<file path="src/rtl/swap_ctrl.sv">
// Sequencer for the memory swapper: latches two addresses, reads both words, then
// writes each word into the other location while gating the external write port.
module swap_ctrl #(
    parameter int addr_w_N    = 7,
    parameter int data_w_Bits = 8,
    parameter int cnt_w_N     = 16
) (
    input  logic                   clk,
    input  logic                   rst,
    input  logic                   i_start,
    input  logic [addr_w_N-1:0]    i_addr_A_in,
    input  logic [addr_w_N-1:0]    i_addr_B_in,
    input  logic                   i_ext_we,
    input  logic [data_w_Bits-1:0] i_ext_wdata,
    input  logic [data_w_Bits-1:0] i_rd_data,
    output logic [1:0]             o_sel,
    output logic [addr_w_N-1:0]    o_address_A,
    output logic [addr_w_N-1:0]    o_address_B,
    output logic                   o_mem_re,
    output logic                   o_mem_we,
    output logic [data_w_Bits-1:0] o_wr_data,
    output logic                   o_busy,
    output logic                   o_done,
    output logic [cnt_w_N-1:0]     o_swap_count
);

    typedef enum logic [2:0] {
        S_IDLE,
        S_RD_A,
        S_RD_B,
        S_CAP_B,
        S_WR_A,
        S_WR_B,
        S_DONE
    } state_t;

    state_t                 r_state;
    state_t                 w_next;
    logic [addr_w_N-1:0]    r_addr_a;
    logic [addr_w_N-1:0]    r_addr_b;
    logic [data_w_Bits-1:0] r_tmp_a;
    logic [data_w_Bits-1:0] r_tmp_b;
    logic [cnt_w_N-1:0]     r_count;
    logic                   w_accept;

    assign w_accept     = (r_state == S_IDLE) && i_start;
    assign o_address_A  = r_addr_a;
    assign o_address_B  = r_addr_b;
    assign o_swap_count = r_count;

    always_ff @(posedge clk or posedge rst) begin
        if (rst) begin
            r_state <= S_IDLE;
        end else begin
            r_state <= w_next;
        end
    end

    // Read data arrives one cycle after its read enable, so each word is captured
    // in the state following its read.
    always_ff @(posedge clk or posedge rst) begin
        if (rst) begin
            r_addr_a <= '0;
            r_addr_b <= '0;
            r_tmp_a  <= '0;
            r_tmp_b  <= '0;
            r_count  <= '0;
        end else begin
            if (w_accept) begin
                r_addr_a <= i_addr_A_in;
                r_addr_b <= i_addr_B_in;
            end
            if (r_state == S_RD_B) begin
                r_tmp_a <= i_rd_data;
            end
            if (r_state == S_CAP_B) begin
                r_tmp_b <= i_rd_data;
            end
            if (r_state == S_DONE) begin
                r_count <= r_count + cnt_w_N'(1);
            end
        end
    end

    always_comb begin
        w_next    = r_state;
        o_sel     = 2'd0;
        o_mem_re  = 1'b0;
        o_mem_we  = 1'b0;
        o_wr_data = '0;
        o_busy    = 1'b1;
        o_done    = 1'b0;
        case (r_state)
            S_IDLE: begin
                // Only idle state passes the external write port through.
                o_busy    = 1'b0;
                o_mem_we  = i_ext_we;
                o_wr_data = i_ext_wdata;
                if (i_start) begin
                    w_next = (i_addr_A_in == i_addr_B_in) ? S_DONE : S_RD_A;
                end
            end
            S_RD_A: begin
                o_sel    = 2'd2;
                o_mem_re = 1'b1;
                w_next   = S_RD_B;
            end
            S_RD_B: begin
                o_sel    = 2'd3;
                o_mem_re = 1'b1;
                w_next   = S_CAP_B;
            end
            S_CAP_B: begin
                o_sel  = 2'd3;
                w_next = S_WR_A;
            end
            S_WR_A: begin
                o_sel     = 2'd2;
                o_mem_we  = 1'b1;
                o_wr_data = r_tmp_b;
                w_next    = S_WR_B;
            end
            S_WR_B: begin
                o_sel     = 2'd3;
                o_mem_we  = 1'b1;
                o_wr_data = r_tmp_a;
                w_next    = S_DONE;
            end
            S_DONE: begin
                o_done = 1'b1;
                w_next = S_IDLE;
            end
            default: begin
                w_next = S_IDLE;
            end
        endcase
    end

endmodule
</file>
<file path="config.mk">
export PLATFORM = sky130hd
export DESIGN_NAME = swap_ctrl
export DESIGN_NICKNAME = d
export VERILOG_FILES = /design/src/rtl/swap_ctrl.sv
export SDC_FILE = /design/constraint.sdc
export NUM_CORES = 1
export LEC_CHECK = 0
export BUFFER_PORTS_ARGS = -buffer_cell sky130_fd_sc_hd__buf_2
export CAP_MARGIN = 20
export CORE_UTILIZATION = 29
export DETAILED_ROUTE_END_ITERATION = 7
export GPL_TIMING_DRIVEN = 1
export PLACE_DENSITY = 0.49
export SYNTH_ARGS = -nofsm -noshare
export SYNTH_HDL_FRONTEND = slang
export SYNTH_SLANG_ARGS = --single-unit
</file>
<file path="constraint.sdc">
create_clock -name clk -period 3.4 [get_ports clk]
set_input_delay 0.68 -clock clk [delete_from_list [all_inputs] [get_ports clk]]
set_output_delay 0.68 -clock clk [all_outputs]
set_load 0.01 [all_outputs]
</file>
# After elaboration in Yosys (flattened, before gate mapping)
# Cells that the tools add are included.
# word_totals
regBits	49
in_bits	34
wordCells	30
# classes
n_addsub	1
n_eq_ne	8
mux	9
n_reduce_logical	6
# ops
cell	count
$pmux W8 S3	1
$pmux W3 S6	1
$add A16 B1 Y16 const B	1
$eq A3 B3 Y1 const B	3
$eq A7 B7 Y1	1
$eq A3 B2 Y1 const B	2
$mux W3	2
$reduce_or A2 Y1	3
$pmux W2 S2	1
$eq A3 B1 Y1 const B	1
$logic_not A3 Y1	1
$mux W1	3
$reduce_or A3 Y1	1
$ne A2 B2 Y1 const B	1
$pmux W1 S2	1
$logic_and A1 B1 Y1	1

# Longest topological paths before layout
# depth
word_depth	4
mapped_depth	7
ltp_nobuf	5

# Worst setup path after synthesis
# No wires, ideal clock.
# synth_timing
path_type	reg2out
start	register r_state[0]
end	output o_wr_data[0]
arrival_time_ps	1204
path_slack_ps	1516
stages_incl_launch_ff	6
n_path_buf	2
cell_sequence	dfrtp_1 > buf_4 > buf_2 > mux2_2 > a22oi_1 > nor2_1
# synth_via
elab_chain_cells	2
# synth_lines
item	line_no	source
start, declared	37	state_t r_state;
start signal, assigned	55	r_state <= w_next;
$eq A3 B3 Y1 / $logic_not A3 Y1 (equally long branches)	93	case (r_state)
$pmux W8 S3 (*)	93	
end, declared	21	output logic [data_w_Bits-1:0] o_wr_data,
# Mark *: on every way between the ends. The rest lies on a longest branch, timed or not.

# Worst setup path after layout
# layout_timing
start	register r_state[0]
end	output o_wr_data[5]
# The elaborated chain is that of the path after synthesis.

==> summary.md <==
| Metric | Value |
|---|---|
| Met2 WL | `2.42 mm` |
| Synthesized flop and latch total | `49` |
| Power Total | `2.48 mW` |
| Final critical-path share of the clock period | `74.2%` |
| Post-route setup TNS | `0 ns` |
| Total Routed Length | `4.94 mm` |
| Total inserted antenna cells | `0` |
| Highest Signal Layer | `met4` |
| Met3 WL post-DR | `201 um` |
| Proportion of synthesized area in mux cells | `19.9%` |
| Pin count of the biggest net entering global routing | `50` |
| TritonCTS sink count | `49` |
| Synthesized area per cell | `12.6 um^2` |
| Simple-gate area share of the yosys netlist | `a little over a tenth` |
| Num CTS Buffers | `5` |
| Area growth from synthesis to final layout | `23.7%` |
| Kind of launch point of the worst setup path | `flop` |
| Area share of xor/xnor cells in the synthesized design | `8.84%` |
| Slew of the pin with the lowest slew margin | `around 0.64 ns` |
| Initial cell density of the core | `30.3%` |
| Setup repair bufs after CTS | `0` |
| Number of antenna violations at the first check in global routing | `0` |
| Detail Route Antenna Nets | `0` |
| Final global-route overflow total | `0` |
| Setup slack of the worst register-to-register path | `1.35 ns` |
| Crit end category | `output port` |
| Detailed Routing Iterations Pass 1 | `4` |
| Clock period minus worst slack | `2.52 ns` |
| Drt first-iter violations | `57` |
| Later-pin clock latency in the skew report | `0.29 ns` |
| Yosys warning total | `0` |
| Number of buffers inserted for hold repair after clock tree synthesis | `0` |
| Weighted congestion reported at the end of routability-driven placement | `0.704` |
| Detail-routed via count per cell | `4.45` |
| Final non-filler cell area | `around 2900 um^2` |
| Die outline area | `8560 um^2` |
| I/O pin total | `78` |
| Fmax | `just under 400 MHz` |
| Ratio of cells with drive above 1 in the final layout | `between 40 and 50%` |
| Max-cap check violation count | `0` |
| Switching component of the power | `864 uW` |
| Most frequently used cell type in the post-synthesis netlist | `dfrtp_1` |
| Hold Vio Cnt, Final | `0` |
| First-pass GRT wire length | `8.25 mm` |
| DR vias | `1627` |
| Placement Rows | `32` |
| Share of the yosys chip area belonging to registers | `51.6%` |
| Largest family of logic cells by synthesized area | `multiplexers` |
| Tightest hold margin | `0.281 ns` |
| Required time of the critical path | `2.72 ns` |
| Slew Limit Headroom | `57.2%` |
| Register share of total power | `40.7%` |
| Most instantiated cells after synthesis | `49 x dfrtp_1, 30 x mux2_2, 15 x xnor2_1` |
| TritonCTS clock tree | `yes` |
| Ranking of synthesized cells by area | `dfrtp_1 52%, mux2_2 14%, mux2_4 5.7%` |
| Power density over cell area | `845 nW/um^2` |
| Number of unique standard cell types used by synthesis | `35` |
| PortBufs | `77` |
| Fraction of synthesis flops using an asynchronous set or reset pin | `between 90% and 100%` |
| Die width | `92.5 um` |
| Gate count of the mapped netlist | `189` |
| Clock transition time at the flip-flop clock pins of the worst setup and hold paths | `0.09 ns` |
| Setup Crit Path Kind | `flop to output port` |
| Worst-path cell with the longest stage delay | `dfrtp_1` |
| Adder-cell share of the synthesized area | `0.526%` |
| Largest fanout on the critical path | `16` |
| Cell at the root of the clock tree | `clkbuf_8` |
| Top FF cell, synth | `dfrtp_1` |
| Net count of the mapped netlist | `224` |
| Area after DPL | `2820 um^2` |
| # H-tree levels | `2` |
| Pleak | `1.40 nW` |
| Logic gate share of total power | `43.3%` |
| DR WL/cell | `13.5 um` |
| Area of the mapped netlist | `2380 um^2` |
| Area inside the core boundary | `7850 um^2` |
| Total of fill cells in the finished design | `819` |
| Hold Path Class | `input port to asynchronous set/reset pin` |
| Int Power | `1.62 mW` |
| Clock buffer depth | `2` |
| Portion of total power attributed to the clock network | `16.0%` |
| Nets | `299` |
| Unrepaired setup endpoints after global routing | `false` |
| Status | `completed` |
| Number of enable-type register cells in the synthesized netlist | `0` |
| Number of DRC violations after detailed routing | `0` |
| Largest voltage drop on the vdd net | `0.315 mV` |
| Setup violation total in the final timing report | `0` |
| Half-perimeter wire length after detailed placement | `3.59 mm` |
| Post-synthesis compound-gate area fraction | `5.00%` |
| Synth top area share | `between 50% and 60%` |
| Final Max Slew Viols | `0` |
| Maximum single-stage delay on the critical path | `0.75 ns` |
| Count of cells resized by post-cts repair | `0` |
| Met1 Routed Length | `roughly 2.3 mm` |
| Height of the die | `92.5 um` |
| Net switching fraction of the power | `34.8%` |
| Worst Skew | `0.00820 ns` |
| Total Routing Usage GR | `approximately an eighth` |
| Worst path cell trace | `mux2_2 > a22oi_1 > nor2_1 > buf_2` |
| Endpoint arrival time on the critical path | `1.84 ns` |
| Cell type with the largest total area after synthesis | `dfrtp_1` |
| Number of global-route vias before repair | `1710` |
-- metal layers --
layer | vias up | global-route usage (%)
met3 | 2 | 3.20
met2 | 35 | 20.6
met5 | - | 0
met1 | 782 | 15.6
li1 | 808 | -
met4 | 0 | 3.52
-- critical path: cells and delay by family (launching register included) --
family,cells,cell delay (ns)
simple gates,1,0.07
flops,1,0.75
mux,1,0.41
compound gates,1,0.16
buf+inv,1,0.16
-- placed cells by master, fill, tap and decap left out, types with 2 or more instances in the layout --
master	count
mux2_2	30
nand3_1	6
inv_1	2
nand2_1	8
xor2_1	9
buf_2	77
and3_1	3
a22oi_1	8
dfrtp_1	49
clkbuf_8	5
a21oi_1	3
nand4_1	6
nor2_1	13
inv_2	2
mux2_4	9
xnor2_1	15
-- final cells by class --
type / instances / area, um^2 / share of cell area [%]
clock buffer: 5 / 68.8 / 2.34
clock inverter: 2 / 35.0 / 1.19
inverter: 4 / 15.0 / 0.511
multi-input combinational: 126 / 1060 / 36.1
sequential: 49 / 1230 / 41.7
tap: 102 / 128 / 4.34
timing repair buffer: 78 / 405 / 13.8
-- cells by family (layout without fill, tap and decap cells) --
logic type	Yosys count	in the layout
DFF	49	49
buffers and inverters	14	89
muxes	39	39
and+or+nand+nor	46	46
AOI/OAI and AO/OA	16	16
adders and majority gates	1	1
xor gates and xnor gates	24	24
-- through the flow --
step	setup WS (ns)	cells	util [%]
4_1_cts	0.845	365	37.2
3_5_place_dp	1.19	358	35.9
6_report	0.879	366	37.5
5_1_grt	0.723	366	37.5
2_1_floorplan	1.52	189	-
3_3_place_gp	1.22	358	35.9
-- state kept, by name, summed over array words and instances, names as in the netlist --
name	cells
o_swap_count	16
r_tmp_a	8
r_tmp_b	8
o_address_A	7
o_address_B	7
r_state	3
-- final timing paths --
path,endpoint,start,cells after the start
min,o_swap_count[5],rst,2
max,o_wr_data[5],r_state[0],4
max in group asynchronous,o_address_A[6],rst,3
max reg2reg,o_address_A[0],r_state[2],5
min in group clk,o_swap_count[15],o_swap_count[15],1
min reg2reg,o_swap_count[15],o_swap_count[15],1
-- power by group through the flow --
stage	clock network, mW	logic [mW]	registers (mW)
CTS	0.424	1.09	1.01
global placement	0	1.07	1.03
floorplan	0	0.857	0.962
detailed placement	0	1.09	1.02
finish	0.398	1.08	1.01
global route	0.444	1.17	1.05
Note: power is estimated with default switching activity, not from simulation.
